--- config.mk ---
export PLATFORM = sky130hd
export DESIGN_NAME = line_buffer_scheduler
export DESIGN_NICKNAME = d
export VERILOG_FILES = /design/src/rtl/line_buffer_scheduler.sv
export SDC_FILE = /design/constraint.sdc
export NUM_CORES = 1
export LEC_CHECK = 0
export BUFFER_PORTS_ARGS = -buffer_cell sky130_fd_sc_hd__buf_2
export CAP_MARGIN = 25
export CORE_ASPECT_RATIO = 0.5
export CORE_MARGIN = 2
export CORE_UTILIZATION = 30
export DETAILED_ROUTE_END_ITERATION = 10
export PLACE_DENSITY_LB_ADDON = 0.2
export SYNTH_ARGS = -nofsm -noshare
export SYNTH_HDL_FRONTEND = slang
export SYNTH_SLANG_ARGS = --single-unit
export TNS_END_PERCENT = 1
--- constraint.sdc ---
create_clock -name clk_in -period 1.7 [get_ports clk_in]
set_input_delay 0.17 -clock clk_in [delete_from_list [all_inputs] [get_ports clk_in]]
set_output_delay 0.17 -clock clk_in [all_outputs]
set_load 0.005 [all_outputs]
--- src/rtl/line_buffer_scheduler.sv ---
// Row-rotation controller for the (KERNEL_SIZE+1)-BRAM line buffer.
// Tracks the raster stream, rotates write rows, publishes read order.
module line_buffer_scheduler #(
  parameter int HRES        = 1280,
  parameter int VRES        = 720,
  parameter int KERNEL_SIZE = 3,
  localparam int N      = KERNEL_SIZE + 1,
  localparam int HWIDTH = $clog2(HRES),
  localparam int VWIDTH = $clog2(VRES),
  localparam int IDXW   = $clog2(KERNEL_SIZE + 1),
  localparam int RFW    = $clog2(KERNEL_SIZE + 1)
) (
  input  logic                       clk_in,
  input  logic                       rst_in,
  input  logic [HWIDTH-1:0]          hcount_in,
  input  logic [VWIDTH-1:0]          vcount_in,
  input  logic                       data_valid_in,
  output logic [N-1:0]               wr_en_out,
  output logic [IDXW-1:0]            wr_idx_out,
  output logic [KERNEL_SIZE*IDXW-1:0] rd_idx_out,
  output logic [RFW-1:0]             rows_filled_out,
  output logic                       window_valid_out,
  output logic                       line_end_out,
  output logic                       frame_start_out,
  output logic                       seq_err_out,
  output logic [1:0]                 state_out
);

  typedef enum logic [1:0] {
    IDLE   = 2'd0,
    FILL   = 2'd1,
    STREAM = 2'd2
  } state_t;

  state_t            state, state_n;
  logic [IDXW-1:0]   wr_idx, wr_idx_n;
  logic [IDXW-1:0]   wr_idx_inc;
  logic [RFW-1:0]    rows, rows_n;
  logic              err, err_n;
  logic [HWIDTH-1:0] exp_h, exp_h_n;
  logic [VWIDTH-1:0] line_cnt, line_cnt_n;
  logic              fs, le;
  logic [IDXW:0]     rd_sum;

  assign fs = data_valid_in
           && (hcount_in == '0)
           && (vcount_in == '0);
  assign le = data_valid_in
           && (hcount_in == HWIDTH'(HRES - 1));

  assign wr_idx_inc = (wr_idx == IDXW'(N - 1))
                    ? '0
                    : wr_idx + IDXW'(1);

  // One-hot write enable for the row BRAM receiving this pixel
  always_comb begin
    wr_en_out = '0;
    if (fs)
      wr_en_out[0] = 1'b1;
    else if (state != IDLE && data_valid_in)
      wr_en_out[wr_idx] = 1'b1;
  end

  // Read order: oldest stored row first, newest row last
  always_comb begin
    rd_idx_out = '0;
    rd_sum     = '0;
    for (int k = 0; k < KERNEL_SIZE; k++) begin
      rd_sum = {1'b0, wr_idx} + (IDXW+1)'(k + 1);
      if (rd_sum >= (IDXW+1)'(N))
        rd_sum = rd_sum - (IDXW+1)'(N);
      rd_idx_out[k*IDXW +: IDXW] = rd_sum[IDXW-1:0];
    end
  end

  // Next-state: frame restart, row rotation, raster sequence checks
  always_comb begin
    state_n    = state;
    wr_idx_n   = wr_idx;
    rows_n     = rows;
    err_n      = err;
    exp_h_n    = exp_h;
    line_cnt_n = line_cnt;
    if (fs) begin
      state_n    = FILL;
      wr_idx_n   = '0;
      rows_n     = '0;
      err_n      = 1'b0;
      exp_h_n    = HWIDTH'(1);
      line_cnt_n = '0;
    end else if (data_valid_in && state != IDLE) begin
      if (hcount_in != exp_h)
        err_n = 1'b1;
      exp_h_n = hcount_in + HWIDTH'(1);
      if (le) begin
        if (vcount_in != line_cnt)
          err_n = 1'b1;
        exp_h_n    = '0;
        line_cnt_n = line_cnt + VWIDTH'(1);
        wr_idx_n   = wr_idx_inc;
        case (state)
          FILL: begin
            rows_n = rows + RFW'(1);
            if (rows + RFW'(1) == RFW'(KERNEL_SIZE))
              state_n = STREAM;
          end
          STREAM: begin
            rows_n = RFW'(KERNEL_SIZE);
            if (vcount_in == VWIDTH'(VRES - 1))
              state_n = IDLE;
          end
          default: ;
        endcase
      end
    end
  end

  // Control state register
  always_ff @(posedge clk_in or posedge rst_in) begin
    if (rst_in) begin
      state    <= IDLE;
      wr_idx   <= '0;
      rows     <= '0;
      err      <= 1'b0;
      exp_h    <= '0;
      line_cnt <= '0;
    end else begin
      state    <= state_n;
      wr_idx   <= wr_idx_n;
      rows     <= rows_n;
      err      <= err_n;
      exp_h    <= exp_h_n;
      line_cnt <= line_cnt_n;
    end
  end

  // Registered pulses and window qualifier, one cycle after the pixel
  always_ff @(posedge clk_in or posedge rst_in) begin
    if (rst_in) begin
      window_valid_out <= 1'b0;
      line_end_out     <= 1'b0;
      frame_start_out  <= 1'b0;
    end else begin
      window_valid_out <= data_valid_in && (state == STREAM);
      line_end_out     <= le;
      frame_start_out  <= fs;
    end
  end

  assign wr_idx_out      = wr_idx;
  assign rows_filled_out = rows;
  assign seq_err_out     = err;
  assign state_out       = state;

endmodule

# Yosys cells after proc, flatten, opt, wreduce, memory -nomap -nowiden
# Cells that the tools add are included.
# totals
rom_bits	0
register_bits	31
in_bits	24
wordCells	82
mem_bits_rw	0
latch_bits	0
out_inout_bits	20
memories	0
# classes
eq_ne	10
muxes	33
n_mul	0
order_cmp	5
shift	0
n_addsub	10
n_div	0
n_reduce_logical	15
n_bitwise	0
# op_table
operator	count
2-to-1 mux 11 bit	3
2-to-1 mux 10 bit	3
2-to-1 mux 2 bit	15
adder 11 x 1 -> 11 bit, second input constant	1
== test 11 bit, second input constant	1
zero test 11 bit	1
!= test 11 bit	1
adder 10 x 1 -> 10 bit, second input constant	1
== test 10 bit, second input constant	1
zero test 10 bit	1
!= test 10 bit	1
greater-or-equal comparator 3 bit, second input constant	3
case mux 2 bit (2 select lines)	2
2-to-1 mux 1 bit	7
adder 2 x 2 -> 3 bit, second input constant	2
== test 2 bit, second input constant	3
logical AND 1 bit	6
!= test 3 bit, second input constant	2
nonzero test 2 bit	3
subtractor 2 x 1 -> 2 bit, second input constant	3
AND reduction 5 bit	1
adder 2 x 1 -> 2 bit, second input constant	2
2-to-1 mux 4 bit	1
adder 2 x 1 -> 3 bit, second input constant	1
other kinds (8)	8

# Depth between registers and ports, before layout
# Gate-level depths: netlist of the first run.
# logic_depth
ltp_word	7
mapped_depth	7
mapped_depth_nobuf	6

# Worst setup path after synthesis of the first run
# OpenSTA, ideal clock, no wires.
# synth_path
path_kind	register to register
startpoint	register state[1], in the netlist state_out[1]
endpoint	register line_cnt[3]
t_arrival_ps	1414
path_buffers	3
stages_incl_launch_ff	8
period_less_slack_ps	1491
setup_slack_ps	209
required_time_ps	1623
setup_ps	77
cell_sequence	dfrtp_1 -> buf_2 -> o21a_1 -> buf_2 -> nand4_4 -> clkbuf_1 -> o21ai_0 -> a21oi_1
# synth_between
elab_chain_cells	4
# synth_lines
element	line_no	rtl
from (decl)	35	state_t state, state_n;
from (signal assigned)	128	state <= state_n;
nonzero test 2 bit	91	end else if (data_valid_in && state != IDLE) begin
logical AND 1 bit	91	
nonzero test 2 bit (no line)	--	
AND reduction 2 bit (no line)	--	
to (signal assigned)	133	line_cnt <= line_cnt_n;
to (decl)	41	logic [VWIDTH-1:0] line_cnt, line_cnt_n;
# No other way between the ends.
# A chain may end at the register's enable or synchronous reset.

# Worst setup path in the final report of the first run
# layout_path
startpoint	input port hcount_in[0]
endpoint	output port wr_en_out[1]
# layout_between
elab_chain_cells	4
# layout_lines
element	line_no	rtl
from (decl)	15	input logic [HWIDTH-1:0] hcount_in,
zero test 11 bit	46	&& (hcount_in == '0)
logical AND 1 bit	46	
logical AND 1 bit	47	&& (vcount_in == '0);
2-to-1 mux 3 bit	58	if (fs)
to (decl)	18	output logic [N-1:0] wr_en_out,
# No other way between the ends.

==> metrics.txt, run 1 <==
status finished clean; main flop type after synthesis dfrtp_1; DRC errors left 0; Vias/cell approximately 5; Async SR Flop Fraction 100%; power per cell area ~710 nW/µm²; Crit-path slowest cell or2_4; crit share post-route a little over nine tenths; CTS tree built; Worst-Margin Slew 0.416 ns; mean routed wirelength per cell 14.4 µm; die footprint 7620 µm²; Critical Path RT about 1.5 ns; die width between 100 and 150 µm; final wirelength 5.66 mm; FF-to-FF setup slack between 0.1 and 0.15 ns; CTS H-tree lvls 2; clock sinks 31; RSZ-0062 raised after global routing no; WHS Path Cells 4; Logic pwr share a little under a tenth; Fmax slightly above 600 MHz; layout cells sized above 1 a little under a third; commonest non-fill, non-tap cell in the layout buf_2; Avg Cell Area, Syn 8.89 µm²; hold path start hcount_in[9]; Reg power frac a little under two fifths; setup violators final 0; gr usage total roughly 16%; number of port buffers 43; synthesized cell area roughly 2100 µm²; switching power 0.000424 W; core area ~6700 µm²; Min-Delay Path Class in -> reg; largest net degree at the start of global routing 32; max_cap viols 0; Reg clk slew, reported paths 0.05 ns; Max Slew Vio Count 0; total CTS buffers 5; critical path, cell by cell buf_2 -> inv_2 -> ha_4 -> nor3b_2 -> buf_4 -> nand4_1 -> or2_4 -> and3_4 -> buf_2; latest clock arrival within the worst-skew pair about 0.28 ns; First-pass DRT Iterations 4; EDFF count, synth 0; element type at the critical path start input port; Clock Tree Buf Depth 2; P_int between 0.0015 and 0.002 W; first-pass GRT wire length approximately 9.4 mm; Synth Net Count between 200 and 300; initial antenna violation count 0; fin util between 40% and 50%; ANT cells 0; crit path max fanout 5; crit path time final around 1.6 ns; Buf+Inv Stages, Crit Path 4; commonest cells after routing, fill and taps aside buf_2 (43), buf_4 (32), dfrtp_1 (31), nand2_1 (20), xnor2_1 (18); Worst R2R Start exp_h[0]; DR vias around 2000; VDD IR max 0.361 mV; Root Driver clkbuf_16; family with the most delay on the worst path simple AND/OR/NAND/NOR gates; Mapped Cells around 230; Setup TNS Final 0 ns; number of routed nets with antenna violations 0; grt ovf 0; post-synthesis sequential area ratio 37.5%; Initial Util 31.0%; Layout Area Growth over Synthesis 34.0%; critical path capture point type output port; # IOs 44; Netlist cell types 43; crit path DAT between 1 and 1.5 ns; Hold Violations, Final 0; most used cell, CP buf_2; Syn. warnings 0; Die Ht roughly 63 µm; Register-to-Register Path Depth 4; WS Path Type in -> out; # placed instances around 380; nets@finish between 300 and 400; Finished Layout Cells slightly below 400; Rows 21; Hold EP frame_start_out; max incr delay on CP about 0.29 ns; worst r2r dst seq_err_out; Synth Register Bits 31; routability cong. approximately 0.84; switching share of total power a little over a fifth; Slew Limit Headroom 72.3%; vias in the first global route roughly 1900; placed wire-length estimate ~4.3 mm; leak pwr around 1.3 nW; Initial DRC Count 117; Fin Clk Skew ~0.0053 ns; Clk network pwr share 53.5%
what timing repair did:
| item | in CTS | in global routing |
|---|---|---|
| setup endpoints to repair | 3 | 3 |
| hold buffers | 1 | 0 |
| gates resized for setup | 9 | 1 |
| endpoints found under the hold margin | 31 | 0 |
| pin swaps | 3 | 3 |
| setup buffers | 1 | 1 |
worst max-delay path by stage:
stage | from | slack [ns] | cells past startpoint | to
final | hcount_in[0] | 0.07 | 9 | wr_en_out[1]
after floorplan | state_out[1] | 0.21 | 7 | line_cnt[3]
after detailed placement | hcount_in[0] | -0.13 | 9 | wr_en_out[3]
after global routing | hcount_in[0] | 0.005 | 7 | line_cnt[5]
after global placement | hcount_in[0] | -0.11 | 9 | wr_en_out[3]
after CTS | hcount_in[0] | 0.008 | 9 | wr_en_out[3]
registers in the layout (all words and copies together) (netlist names), 2 cells and up:
| register | cells |
|---|---|
| state_out | 2 |
| wr_idx_out | 2 |
| exp_h | 11 |
| line_cnt | 10 |
| rows_filled_out | 2 |
power by group through the flow:
| stage | Sequential, W | Combinational, W | Clock, W |
|---|---|---|---|
| 2_1_floorplan | 0.000751 | 0.0000816 | 0 |
| 3_3_place_gp | 0.000751 | 0.000173 | 0 |
| 3_5_place_dp | 0.000751 | 0.000173 | 0 |
| 4_1_cts | 0.000738 | 0.000179 | 0.00108 |
| 5_1_grt | 0.000738 | 0.000198 | 0.00111 |
| 6_report | 0.000739 | 0.000179 | 0.00105 |
routing by layer:
| layer | GRT usage [%] | wire length, µm | vias up |
|---|---|---|---|
| li1 | - | - | 971 |
| met1 | 21.8 | 2730 | 931 |
| met2 | 24.6 | 2590 | 53 |
| met3 | 3.28 | 265 | 8 |
| met4 | 5.17 | 77 | 0 |
| met5 | 0 | 0 | - |
final cells by class:
class	instances	area, µm²
sequential	31	776
fill	686	3900
clock inverter	2	35.0
multi-input combinational	177	1210
timing repair buffer	76	465
clock buffer	6	139
tap	92	115
inverter	9	33.8
worst register-to-register path: cells and delay by family, from the launching register on:
kind / cells / cell delay (ns)
simple gates: 2 / 0.77
flops: 1 / 0.39
xor+xnor: 1 / 0.18
compound gates: 1 / 0.11
per-stage QoR:
stage	area [µm²]	setup WS [ns]	power [W]	hold WS, ns
2_1_floorplan	2070	0.209	0.000833	0.274
3_3_place_gp	2540	-0.115	0.000924	0.279
3_5_place_dp	2540	-0.127	0.000924	0.284
4_1_cts	2760	0.00793	0.00200	0.220
5_1_grt	2780	0.00525	0.00204	0.226
6_report	2780	0.0730	0.00197	0.209
synth_stat cells (9+ instances only):
master   instances  area (µm²)
nand3_1         11        55.1
o21ai_0         16        80.1
nand4_1         11        68.8
buf_2            9        45.0
nand2_1         20        75.1
inv_1            9        33.8
xnor2_1         18         158
dfrtp_1         31         776
a21oi_1         14        70.1
kinds of logic (layout without fill, tap and decap cells):
logic type | count (synthesis) | after routing | share of synthesized area, %
AOI/OAI and AO/OA | 46 | 46 | 13.2
xor gates and xnor gates | 26 | 26 | 11.0
adders and majority gates | 8 | 8 | 4.83
buffers and inverters | 25 | 93 | 5.98
DFF | 31 | 31 | 37.5
muxes | 2 | 2 | 0.967
and+or+nand+nor | 95 | 95 | 26.6
(Power assumes the default switching activity.)
==> inputs of run 2 (changes only) <==
--- a/config.mk
+++ b/config.mk
@@ -11,7 +11,6 @@
 export CORE_MARGIN = 2
 export CORE_UTILIZATION = 30
 export DETAILED_ROUTE_END_ITERATION = 10
-export PLACE_DENSITY_LB_ADDON = 0.2
 export SYNTH_ARGS = -nofsm -noshare
 export SYNTH_HDL_FRONTEND = slang
 export SYNTH_SLANG_ARGS = --single-unit
==> metrics.txt, run 2 (same netlist as run 1, synthesis figures left out) <==
Fin Clk Skew 0.00487 ns (was 0.00526 ns); CTS H-tree lvls 2 (unchanged); Min-Delay Path Class in -> reg (unchanged); Power Total 0.00184 W (was 0.00197 W); Layout Area Growth over Synthesis 31.7% (was 34.0%); RSZ-0062 raised after global routing yes (was no); clock sinks 31 (unchanged); commonest non-fill, non-tap cell in the layout buf_2 (unchanged); layout cells sized above 1 29.8% (was 31.6%); Critical Path RT 1.53 ns (about the same); critical path capture point type output port (unchanged); worst hold slack 0.188 ns (was 0.209 ns); Vias/cell 4.98 (was 4.99); Rows 21 (unchanged); routability cong. 0.837 (about the same); setup violators final 0 (unchanged); die footprint 7620 µm² (unchanged); DRC errors left 0 (unchanged); power per cell area 676 nW/µm² (was 711 nW/µm²); Placed Area 2480 µm² (was 2540 µm²); max_cap viols 0 (unchanged); crit share post-route 98.2% (was 95.7%); placed wire-length estimate 4.03 mm (was 4.29 mm); Root Driver clkbuf_16 (unchanged); Final Cell Area 2730 µm² (was 2780 µm²); total CTS buffers 5 (unchanged); Max Slew Vio Count 0 (unchanged); number of port buffers 43 (unchanged); crit path max fanout 6 (was 5); crit path time final 1.67 ns (was 1.63 ns); number of routed nets with antenna violations 0 (unchanged); initial antenna violation count 0 (unchanged); core area 6670 µm² (unchanged); Clock Tree Buf Depth 2 (unchanged); ANT cells 0 (unchanged); fin util 40.9% (was 41.6%); grt ovf 0 (unchanged); die width 121 µm (unchanged); vias in the first global route 1930 (was 1891); CTS tree built (unchanged); nets@finish 326 (was 332); element type at the critical path start input port (unchanged); # IOs 44 (unchanged); VDD IR max 0.335 mV (was 0.361 mV); first-pass GRT wire length 9.19 mm (was 9.41 mm); largest net degree at the start of global routing 32 (unchanged); gr usage total 15.1% (was 15.8%); Reg clk slew, reported paths 0.05 ns (about the same); DR vias 1928 (was 1963); First-pass DRT Iterations 4 (unchanged); final wirelength 5.51 mm (was 5.66 mm); Slew Limit Headroom 69.9% (was 72.3%); commonest cells after routing, fill and taps aside buf_2 (41), dfrtp_1 (31), buf_4 (27), nand2_1 (20), xnor2_1 (18) (was buf_2 (43), buf_4 (32), dfrtp_1 (31), nand2_1 (20), xnor2_1 (18)); latest clock arrival within the worst-skew pair 0.28 ns (about the same); mean routed wirelength per cell 14.2 µm (was 14.4 µm); Fmax 599 MHz (was 615 MHz); max reg flops 11 (unchanged); Initial Util 31.0% (unchanged); crit path DAT 1.50 ns (was 1.46 ns); Worst-Margin Slew 0.448 ns (was 0.416 ns); WS Path Type in -> out (unchanged); leak pwr 1.24 nW (was 1.27 nW); Initial DRC Count 98 (was 117); Die Ht 62.7 µm (unchanged); largest reg by FF count exp_h (unchanged); status finished clean (unchanged); Regs by FF count exp_h: 11 flops, line_cnt: 10 flops (unchanged); Hold Violations, Final 0 (unchanged)
-- run 2: timing repair --
| item | CTS | global route |
|---|---|---|
| buffers inserted | 0 | 3 |
| setup endpoints to repair | 3 | 5 |
| hold endpoints to repair | 12 | 0 |
| pin swaps | 0 | 2 |
| gates resized for setup | 2 | 12 |
| hold buffers | 1 | 0 |
-- run 2: power by group --
part | leakage, nW | internal, W | switching [W]
clock | 0.0772 | 0.000622 | 0.000308
combinational | 0.731 | 0.0000771 | 0.0000961
sequential | 0.428 | 0.000739 | 0.0000000571
total | 1.24 | 0.00144 | 0.000404
-- run 2: layout make-up --
class	count	area, µm²
Sequential cell	31	776
Clock buffer	8	156
Fill cell	668	3950
Timing Repair Buffer	70	429
Inverter	9	36.3
Tap cell	92	115
Multi-Input combinational cell	177	1210
-- run 2: final timing paths --
kind	startpoint	to	slack, ns	cells past startpoint
max in group asynchronous	rst_in	exp_h[4]	0.88	4
min	vcount_in[3]	frame_start_out	0.19	4
min in group asynchronous	rst_in	line_cnt[7]	0.52	4
max reg2reg	exp_h[0]	seq_err_out	0.12	4
max	hcount_in[0]	wr_en_out[3]	0.03	8
min reg2reg	exp_h[3]	exp_h[3]	0.54	2
-- run 2: through the flow --
step           setup slack, ns  std cells  TNS [ns]
2_1_floorplan            0.209        233         0
3_3_place_gp           -0.0386        375    -0.114
3_5_place_dp            -0.102        375    -0.420
4_1_cts                0.00375        384         0
5_1_grt                -0.0276        387   -0.0738
6_report                0.0299        387         0
-- run 2: per-layer routing --
layer	up-vias	part of all wire [%]	wire [µm]	GRT usage, %
li1	963	-	-	-
met5	-	0	0	0
met2	26	52	2850	27.0
met1	932	44	2450	18.4
met4	0	1.0	56	4.60
met3	7	2.9	159	3.10
-- run 2: worst max-delay path: stages --
cell and delay (ns):
buf_4 0.13, inv_4 0.06, ha_4 0.12, nor3b_4 0.21, nand4_1 0.19, or2_4 0.33
and3_1 0.18, buf_2 0.12
==> inputs of run 3 (changes only) <==
--- a/config.mk
+++ b/config.mk
@@ -5,12 +5,13 @@
 export SDC_FILE = /design/constraint.sdc
 export NUM_CORES = 1
 export LEC_CHECK = 0
-export BUFFER_PORTS_ARGS = -buffer_cell sky130_fd_sc_hd__buf_2
 export CAP_MARGIN = 25
 export CORE_ASPECT_RATIO = 0.5
 export CORE_MARGIN = 2
 export CORE_UTILIZATION = 30
 export DETAILED_ROUTE_END_ITERATION = 10
+export DONT_BUFFER_PORTS = 1
+export SKIP_CTS_REPAIR_TIMING = 1
 export SYNTH_ARGS = -nofsm -noshare
 export SYNTH_HDL_FRONTEND = slang
 export SYNTH_SLANG_ARGS = --single-unit
==> constraint.sdc (replaced) <==
create_clock -name clk_in -period 1.88 [get_ports clk_in]
set_input_delay 0.188 -clock clk_in [delete_from_list [all_inputs] [get_ports clk_in]]
set_output_delay 0.188 -clock clk_in [all_outputs]
set_load 0.005 [all_outputs]
==> metrics.txt, run 3 (same netlist as run 1, synthesis figures left out) <==
RSZ-0062 raised after global routing no (was yes); final wirelength 5.23 mm (was 5.51 mm); grt ovf 0 (unchanged); Layout Area Growth over Synthesis 12.0% (was 31.7%); DRC errors left 0 (unchanged); crit share post-route between 80% and 90%; commonest cells after routing, fill and taps aside dfrtp_1 (31), nand2_1 (20), xnor2_1 (18), o21ai_0 (16), a21oi_1 (14) (was buf_2 (41), dfrtp_1 (31), buf_4 (27), nand2_1 (20), xnor2_1 (18)); crit path max fanout 6 (unchanged); total CTS buffers 5 (unchanged); clock sinks 31 (unchanged); Hold Violations, Final 0 (unchanged); die footprint 7620 µm² (unchanged); crit path DAT 1.47 ns (was 1.50 ns); largest net degree at the start of global routing 32 (unchanged); Register-to-Register Path Depth 4 (unchanged); mean routed wirelength per cell 16.0 µm (was 14.2 µm); hold path start hcount_in[10] (was vcount_in[3]); Min-Delay Path Class in -> reg (unchanged); crit path time final about 1.7 ns; VDD IR max 0.302 mV (was 0.335 mV); Worst-Margin Slew 0.468 ns (was 0.448 ns); nets@finish 266 (was 326); gr usage total 14.9% (was 15.1%); initial antenna violation count 0 (unchanged); Crit-path slowest cell or2_1 (was or2_4); Fin Clk Skew 0.00278 ns (was 0.00487 ns); setup violators final 0 (unchanged); layout cells sized above 1 8.51% (was 29.8%); Worst R2R Start exp_h[0] (unchanged); worst r2r dst seq_err_out (unchanged); routability cong. 0.781 (was 0.837); Root Driver clkbuf_16 (unchanged); max incr delay on CP 0.33 ns (about the same); Initial DRC Count 76 (was 98); Die Ht 62.7 µm (unchanged); ANT cells 0 (unchanged); core area 6670 µm² (unchanged); Vias/cell 5.26 (was 4.98); Fmax 602 MHz; latest clock arrival within the worst-skew pair 0.28 ns (about the same); element type at the critical path start input port (unchanged); First-pass DRT Iterations 4 (unchanged); Initial Util 31.0% (unchanged); Regs by FF count exp_h: 11 flops, line_cnt: 10 flops (unchanged); Reg clk slew, reported paths 0.05 ns (about the same); WHS Path Cells 2 (was 4); number of port buffers 0 (was 43); leak pwr 0.952 nW (was 1.24 nW); FILL cells 722 (was 668); critical path, cell by cell inv_1 -> ha_1 -> nor3b_1 -> nand4_1 -> or2_1 -> and3_1 (was buf_4 -> inv_4 -> ha_4 -> nor3b_4 -> nand4_1 -> or2_4 -> and3_1 -> buf_2); Rows 21 (unchanged); Clock Tree Buf Depth 2 (unchanged); Setup TNS Final 0 ns (unchanged); WS Path Type in -> out (unchanged); worst hold slack 0.0856 ns (was 0.188 ns); largest reg by FF count exp_h (unchanged); CTS tree built (unchanged); Max Slew Vio Count 0 (unchanged); Hold EP exp_h[10] (was frame_start_out); max reg flops 11 (unchanged); DR vias 1719 (was 1928); number of routed nets with antenna violations 0 (unchanged); CTS H-tree lvls 2 (unchanged); Slew Limit Headroom 68.5% (was 69.9%); commonest non-fill, non-tap cell in the layout dfrtp_1 (was buf_2); vias in the first global route 1807 (was 1930); fin util 34.7% (was 40.9%); critical path capture point type output port (unchanged); status finished clean (unchanged); FF-to-FF setup slack 0.30 ns (was 0.12 ns); first-pass GRT wire length 8.91 mm (was 9.19 mm); placed wire-length estimate 3.91 mm (was 4.03 mm); die width 121 µm (unchanged); Buf+Inv Stages, Crit Path 1 (was 3); family with the most delay on the worst path simple AND/OR/NAND/NOR gates (unchanged); power per cell area 661 nW/µm² (was 676 nW/µm²); max_cap viols 0 (unchanged); # IOs 44 (unchanged); Critical Path RT 1.69 ns (was 1.53 ns)
## run 3: how the worst max path moves through the flow
stage | endpoint | start | cells after the start
floorplan | line_cnt[3] | state_out[1] | 7
global placement | wr_en_out[3] | hcount_in[0] | 6
detailed placement | line_cnt[5] | hcount_in[0] | 5
CTS | wr_en_out[1] | hcount_in[0] | 6
global route | wr_en_out[3] | hcount_in[0] | 6
finish | wr_en_out[1] | hcount_in[0] | 6
## run 3: metal layers
metal	up-vias	track usage (%)	routed length [µm]
li1	837	-	-
met1	852	17.5	2270
met2	18	26.4	2700
met3	12	3.28	153
met4	0	6.47	108
met5	-	0	0
## run 3: metrics by stage
step,cells,setup WS (ns),total power [W],instance area [µm²]
detailed placement,318,0.174,0.000754,2160
global route,327,0.0928,0.00159,2320
global placement,318,0.224,0.000753,2160
CTS,326,0.194,0.00154,2310
floorplan,233,0.389,0.000753,2070
finish,327,0.219,0.00153,2320
## run 3: layout make-up
cell class / count / area, µm² / share of cell area, %
timing repair buffer: 10 / 77.6 / 3.35
clock buffer: 5 / 125 / 5.40
multi-input combinational: 177 / 1170 / 50.5
inverter: 9 / 33.8 / 1.46
tap: 92 / 115 / 4.96
sequential: 31 / 776 / 33.5
clock inverter: 3 / 20.0 / 0.863
## run 3: report_power, final
part / leakage [nW] / internal, W / switching, W
logic: 0.458 / 0.0000363 / 0.0000394
clock network: 0.0658 / 0.000487 / 0.000303
registers: 0.428 / 0.000668 / 0.0000000586
## run 3: worst register-to-register path: cells and delay by family, from the launching register on
family           cells  cell delay (ns)
AND/OR/NAND/NOR      2             0.76
XOR/XNOR             1             0.18
flip-flops           1             0.39
AO/OA/AOI/OAI        1             0.11
